**config.mk**
```make
export PLATFORM = sky130hd
export DESIGN_NAME = ram_port_arbiter
export DESIGN_NICKNAME = d
export VERILOG_FILES = /design/src/rtl/ram_port_arbiter_pkg.sv /design/src/rtl/ram_port_arbiter_rd_tag_pipe.sv /design/src/rtl/ram_port_arbiter.sv
export SDC_FILE = /design/constraint.sdc
export NUM_CORES = 1
export LEC_CHECK = 0
export ABC_AREA = 1
export BUFFER_PORTS_ARGS = -buffer_cell sky130_fd_sc_hd__buf_2
export CAP_MARGIN = 20
export CORE_AREA = 2 2 84 86
export DETAILED_ROUTE_END_ITERATION = 10
export DIE_AREA = 0 0 86 88
export PLACE_DENSITY = 0.76
export SLEW_MARGIN = 20
export SYNTH_ARGS = -nofsm -noshare
export SYNTH_HDL_FRONTEND = slang
export SYNTH_SLANG_ARGS = --single-unit
```
**constraint.sdc**
```tcl
create_clock -name clk -period 1.75 [get_ports clk]
set_input_delay 0 -clock clk [delete_from_list [all_inputs] [get_ports clk]]
set_output_delay 0 -clock clk [all_outputs]
set_load 0.05 [all_outputs]
```
**src/rtl/ram_port_arbiter_pkg.sv**
```systemverilog
// Shared types for the RAM port arbiter: request owner and in-flight read tag.
// Default bus widths live here so the top and the bench agree.
package ram_port_arbiter_pkg;

    localparam int DEF_ADDR_W = 16;
    localparam int DEF_DATA_W = 16;

    typedef enum logic {
        OWNER_CPU = 1'b0,
        OWNER_VID = 1'b1
    } owner_e;

    typedef struct packed {
        logic   valid;
        owner_e owner;
    } rd_tag_t;

endpackage

```
**src/rtl/ram_port_arbiter_rd_tag_pipe.sv**
```systemverilog
// Shift register of read tags that follows each RAM access until its data returns.
// The last stage lines up with the cycle ram_rdata is valid for that access.
module rd_tag_pipe
    import ram_port_arbiter_pkg::*;
#(
    parameter int DEPTH = 2
) (
    input  logic    clk,
    input  logic    reset,
    input  rd_tag_t tag_in,
    output logic    out_valid,
    output owner_e  out_owner
);

    rd_tag_t [DEPTH-1:0] stage_reg;

    always_ff @(posedge clk or negedge reset) begin
        if (!reset) begin
            stage_reg <= '0;
        end else begin
            stage_reg <= {stage_reg[DEPTH-2:0], tag_in};
        end
    end

    assign out_valid = stage_reg[DEPTH-1].valid;
    assign out_owner = stage_reg[DEPTH-1].owner;

endmodule

```
**src/rtl/ram_port_arbiter.sv**
```systemverilog
// Shares one RAM port between the CPU data port and video scanout fetch.
// CPU wins by default; a saturating wait counter forces a video grant after MAX_WAIT refusals.
module ram_port_arbiter
    import ram_port_arbiter_pkg::*;
#(
    parameter int ADDR_W   = DEF_ADDR_W,
    parameter int DATA_W   = DEF_DATA_W,
    parameter int READ_LAT = 1,
    parameter int MAX_WAIT = 8
) (
    input  logic              clk,
    input  logic              reset,
    input  logic              cpu_req,
    input  logic              cpu_we,
    input  logic [ADDR_W-1:0] cpu_addr,
    input  logic [DATA_W-1:0] cpu_wdata,
    output logic              cpu_gnt,
    output logic              cpu_rvalid,
    output logic [DATA_W-1:0] cpu_rdata,
    input  logic              vid_req,
    input  logic [ADDR_W-1:0] vid_addr,
    output logic              vid_gnt,
    output logic              vid_rvalid,
    output logic [DATA_W-1:0] vid_rdata,
    output logic              ram_en,
    output logic              ram_we,
    output logic [ADDR_W-1:0] ram_addr,
    output logic [DATA_W-1:0] ram_wdata,
    input  logic [DATA_W-1:0] ram_rdata
);

    localparam logic [7:0] MAX_WAIT_C = 8'(MAX_WAIT);

    logic [7:0]        wait_cnt_reg, wait_cnt_next;
    logic              ram_en_reg, ram_we_reg;
    logic [ADDR_W-1:0] ram_addr_reg;
    logic [DATA_W-1:0] ram_wdata_reg;
    rd_tag_t           tag_in;
    logic              ret_valid;
    owner_e            ret_owner;

    // Grants are forced low while reset is asserted so nothing is accepted then.
    always_comb begin
        cpu_gnt = 1'b0;
        vid_gnt = 1'b0;
        if (reset) begin
            if (vid_req && wait_cnt_reg == MAX_WAIT_C) begin
                vid_gnt = 1'b1;
            end else if (cpu_req) begin
                cpu_gnt = 1'b1;
            end else if (vid_req) begin
                vid_gnt = 1'b1;
            end
        end
    end

    always_comb begin
        wait_cnt_next = wait_cnt_reg;
        if (!vid_req || vid_gnt) begin
            wait_cnt_next = '0;
        end else if (wait_cnt_reg != MAX_WAIT_C) begin
            wait_cnt_next = wait_cnt_reg + 8'd1;
        end
    end

    always_ff @(posedge clk or negedge reset) begin
        if (!reset) begin
            wait_cnt_reg  <= '0;
            ram_en_reg    <= 1'b0;
            ram_we_reg    <= 1'b0;
            ram_addr_reg  <= '0;
            ram_wdata_reg <= '0;
        end else begin
            wait_cnt_reg <= wait_cnt_next;
            ram_en_reg   <= cpu_gnt | vid_gnt;
            ram_we_reg   <= cpu_gnt & cpu_we;
            if (cpu_gnt) begin
                ram_addr_reg  <= cpu_addr;
                ram_wdata_reg <= cpu_wdata;
            end else if (vid_gnt) begin
                ram_addr_reg  <= vid_addr;
                ram_wdata_reg <= '0;
            end
        end
    end

    assign ram_en    = ram_en_reg;
    assign ram_we    = ram_we_reg;
    assign ram_addr  = ram_addr_reg;
    assign ram_wdata = ram_wdata_reg;

    // Writes enter the pipe as bubbles so returns stay aligned with grant order.
    always_comb begin
        tag_in.valid = (cpu_gnt & ~cpu_we) | vid_gnt;
        tag_in.owner = vid_gnt ? OWNER_VID : OWNER_CPU;
    end

    rd_tag_pipe #(
        .DEPTH(READ_LAT + 1)
    ) u_rd_tag_pipe (
        .clk      (clk),
        .reset    (reset),
        .tag_in   (tag_in),
        .out_valid(ret_valid),
        .out_owner(ret_owner)
    );

    assign cpu_rvalid = ret_valid && (ret_owner == OWNER_CPU);
    assign vid_rvalid = ret_valid && (ret_owner == OWNER_VID);
    assign cpu_rdata  = ram_rdata;
    assign vid_rdata  = ram_rdata;

endmodule

```
Word-level counts from Yosys, hierarchy flattened
Cells that the tools add are included.

Register bits after elaboration: 46. Input bits: 69. Output and inout port bits: 70. Word-level logic and storage cells: 39.

Add/subtract/negate cells: 1. Equality and inequality tests: 2. Muxes and demuxes: 14. Bitwise logic cells: 6. Reduce and logical (&&, ||, !) cells: 7.

Operator list (number): $mux 16 (4); $mux 8 (2); $add 8x1->8 const B (1); $eq 8x4->1 const B (1); $mux 1 (8); $ne 8x4->1 const B (1); $reduce_bool 2->1 (2); $logic_and 1x1->1 (3); $and 1x1->1 (2); $not 1->1 (2); $or 1x1->1 (2); $logic_not 1->1 (1); $logic_or 1x1->1 (1).

Depth between registers and ports, before layout
Word-level depth: 6. Gate-level depth with buffers: 10.

Modules after synthesis
A second synthesis with hierarchy kept.

Cells, all modules: 274. Area, all modules: 2323.5 µm².

Modules (own cells, without submodules): ram_port_arbiter (instances 1, cells each 270, area each 2223.4 µm², sequential area each 1051.0 µm²); rd_tag_pipe (instances 1, cells each 4, area each 100.1 µm², sequential area each 100.1 µm²).

Worst setup path before layout
OpenSTA, ideal clock, no wires.

Path type: register to register. From: register wait_cnt_reg[0]. To: register u_rd_tag_pipe.stage_reg[0] (netlist name). Library setup time: 157 ps. Arrival: 1400 ps. Required time: 1593 ps. Slack: 193 ps. Cell stages (with the launch flop): 9. Buffers on the path: 0. Period minus slack after synthesis: 1557 ps. Cell sequence: dfrtp_1 -> inv_1 -> ha_1 -> nand2_1 -> nor2_1 -> nand2_2 -> nand2_2 -> nand2_1 -> inv_1.

Cells in the longest elaborated chain, start to end: 5.

RTL lines: from (decl) (RTL line ram_port_arbiter.sv:34) `logic [7:0] wait_cnt_reg, wait_cnt_next;`; from (signal assigned) (RTL line ram_port_arbiter.sv:74) `wait_cnt_reg <= wait_cnt_next;`; $eq 8x4->1 (RTL line ram_port_arbiter.sv:47) `if (vid_req && wait_cnt_reg == MAX_WAIT_C) begin`; $logic_and 1x1->1 (RTL line ram_port_arbiter.sv:47); $mux 1 (RTL line ram_port_arbiter.sv:47); $mux 1 (RTL line ram_port_arbiter.sv:46) `if (reset) begin`; named net vid_gnt (RTL line ram_port_arbiter.sv:22) `output logic vid_gnt,`; $mux 1 (RTL line ram_port_arbiter.sv:95) `tag_in.owner = vid_gnt ? OWNER_VID : OWNER_CPU;`; to (signal assigned) (RTL line ram_port_arbiter_rd_tag_pipe.sv:21) `stage_reg <= {stage_reg[DEPTH-2:0], tag_in};`; to (decl) (RTL line ram_port_arbiter_rd_tag_pipe.sv:15) `rd_tag_t [DEPTH-1:0] stage_reg;`.

The timed path passes the listed nets, and every way through them passes these cells. A chain may end at the register's enable or synchronous reset.

Final worst setup path
From: register wait_cnt_reg[1]. To: output vid_gnt.

Cells in the longest elaborated chain, start to end: 4.

RTL lines (RTL line): $eq 8x4->1 (ram_port_arbiter.sv:47); $logic_and 1x1->1 (ram_port_arbiter.sv:47); $mux 1 (ram_port_arbiter.sv:47); $mux 1 (ram_port_arbiter.sv:46); to (decl) (ram_port_arbiter.sv:22).

No other way between the ends.

==> metrics.csv <==
metric;value;unit
status;finished, final reports clean;
Worst Setup End Kind;primary output;
clock-pin transition on the worst setup and hold timing paths;0.08;ns
Die Span Y;88;um
core area;6644;um2
Yosys Warn Count;0;
Clock Sink Count;46;
end of the worst hold path;cpu_rdata[1];
clk_lat worst skew;0.30;ns
ys async rst share;1.000;
global-route usage over all layers;0.1747;
Hold/Removal Path Class;in2out;
Startpoint Class;flop;
Root Buffer;clkbuf_8;
cells on worst reg2reg path;9;
fin crit period;1.648;ns
post-synth top area share;0.5047;
final WL;6441;um
DP HPWL;4054;um
non-filler cells, final;465;
IR Drop Worst-Case VDD;477.9;uV
r2r setup slk;0.21;ns
Seq/Total Area, Yosys;0.5047;
max incr delay on CP;0.43;ns
Gate Count Post-Synth;268;
Yosys top cell by area;dfrtp_1;
worst reg2reg endpoint;wait_cnt_reg[1]$_DFFE_PN0P_;
H-tree Lvls;2;
via count;2166;
Post-DP Area;2576;um2
count of nets after finishing;455;
Clock Skew;0.01039;ns
Final Cycle Share;0.9417;
routed length per instance;13.85;um
largest net degree at the start of global routing;42;
Slew @ Worst Pin;0.5238;ns
number of diodes;0;
io pins;139;
cts bufs inserted;5;
initial core utilization;0.3433;
vias in the first global route;2164;
first-pass GRT wire length;10280;um
reg2reg start;wait_cnt_reg[1]$_DFFE_PN0P_;
Post-Synthesis Cell Area;2281;um2
post-route cell area;3238;um2
Setup violations, final;0;
row count;30;
initial antenna violation count;0;
vias per cell;4.658;
fraction of layout cells with a size suffix above 1;0.3169;
Max Buffers Root-to-Sink;2;
Pleak;1.765;nW
EDFF count, synth;0;
DRT iter0 DRCs;180;
ANT nets after route;0;
Net Count, Synth;339;
WS Path Type;reg2out;
most common library cells after synthesis;nand2_1, nand3_1, dfrtp_1, buf_4, nor2_1;
hold depth;0;
Pwr Density;843.8;nW/um2
final hold vios;0;
Max Clock Freq;606.8;MHz
TritonCTS clock tree;done;
top post-synthesis cells by area;dfrtp_1, nand2_1, nand3_1, buf_4, nor2_1;
Area growth syn-to-layout;41.96;%
Die W;86;um
worst endpoint data arrival time;1.65;ns
delay-heaviest family, CP;simple AND/OR/NAND/NOR gates;
placed insts;403;
CP Cell Sequence;inv_2 -> ha_2 -> nand2_1 -> nor2_1 -> nand2_2 -> nand2_2 -> nand2_4 -> inv_2 -> buf_8;
Crit-path slowest cell;dfrtp_1;
RD Place Congestion;0.8664;
GR Overflow Total;0;
max-cap viol count;0;
DRC;0;
commonest register cell after synthesis;dfrtp_1;
WP data required;1.75;ns
drt pass-1 iters;4;
FF+latch count, synth;46;
final max-slew violation count;0;
syn_area_per_cell;8.511;um2
CP max FO;4;
Final Util;0.4874;
count of input and output buffers;90;
worst rel slew slack;0.6508;
CP Buf/Inv Count;3;
Synth cell types;18;
die area;7568;um2
most instantiated library cell after synthesis;nand2_1;
hold path start;ram_rdata[1];
Setup TNS Final;0;ns
==> routing by layer <==
layer | vias up | part of all wire | global-route usage
met5 | - | 0 | 0
met2 | 105 | 0.50 | 0.2974
li1 | 1051 | - | -
met4 | 0 | 0.022 | 0.08369
met3 | 23 | 0.080 | 0.03770
met1 | 987 | 0.40 | 0.2111
==> placed cells by master (no fill, tap or decap) <==
master         netlist  routed
buf_2                6      88
nand2_1             81      80
nand3_1             52      52
dlygate4sd3_1        0      50
dfrtp_1             46      46
nor2_1              14      14
inv_1               13      10
buf_4               32       9
clkbuf_8             0       7
inv_2                3       6
xor2_1               5       5
nand2_4              2       3
o2111ai_1            3       3
nor2_2               2       2
nand2_2              2       2
inv_4                1       1
o21ai_0              1       1
nand4_1              1       1
ha_2                 0       1
ha_1                 2       1
clkinv_4             0       1
buf_6                2       1
buf_8                0       1
==> metrics by stage <==
stage	worst slack, ns	hold WS (ns)	power [mW]
after floorplan	0.1932	-0.2956	1.884
after global placement	0.2594	-0.1371	1.902
after detailed placement	0.1846	-0.1364	1.915
after CTS	0.02241	0.0005259	2.750
after global routing	-0.0008008	0.0001057	2.849
final	0.1020	0.00002086	2.732
==> cell families (layout without fill, tap and decap cells) <==
family	count (synthesis)	after routing	share of synthesized area
adders and majority gates	2	2	0.01097
AOI/OAI and AO/OA	4	4	0.01371
and+or+nand+nor	154	154	0.2940
DFF	46	46	0.5047
xor gates and xnor gates	5	5	0.01920
buffers and inverters	57	174	0.1574
==> layout make-up <==
cell class	instances	area [um2]
clock inverters	1	8.758
multi-input cells	165	780.7
inverters	17	66.31
repair buffers	149	1035
flip-flops and latches	46	1151
fillers	590	3406
well taps	80	100.1
clock buffers	7	96.34
==> worst max-delay path by stage <==
stage	cells after the start	from	slack [ns]	end
3_5_place_dp	8	wait_cnt_reg[0]$_DFFE_PN0P_	0.18	cpu_gnt
4_1_cts	9	wait_cnt_reg[0]$_DFFE_PN0P_	0.02	vid_gnt
6_report	9	wait_cnt_reg[1]$_DFFE_PN0P_	0.10	vid_gnt
5_1_grt	9	wait_cnt_reg[1]$_DFFE_PN0P_	-0.0008	vid_gnt
3_3_place_gp	8	wait_cnt_reg[0]$_DFFE_PN0P_	0.26	cpu_gnt
2_1_floorplan	8	wait_cnt_reg[0]$_DFFE_PN0P_	0.19	u_rd_tag_pipe.stage_reg[0]$_DFF_PN0_
==> power by group <==
part / switching (mW) / leakage (nW) / internal [mW]
registers: 0.0534 / 0.595 / 1.16
logic: 0.539 / 1.12 / 0.251
clock network: 0.371 / 0.0544 / 0.362
==> repair_timing <==
action	in CTS	in global routing
pin swaps	1	3
buffers inserted	2	2
setup endpoints to repair	2	2
endpoints found under the hold margin	80	0
gates resized for setup	5	6
hold buffers	50	0
Power figures use the tool's default switching activity.
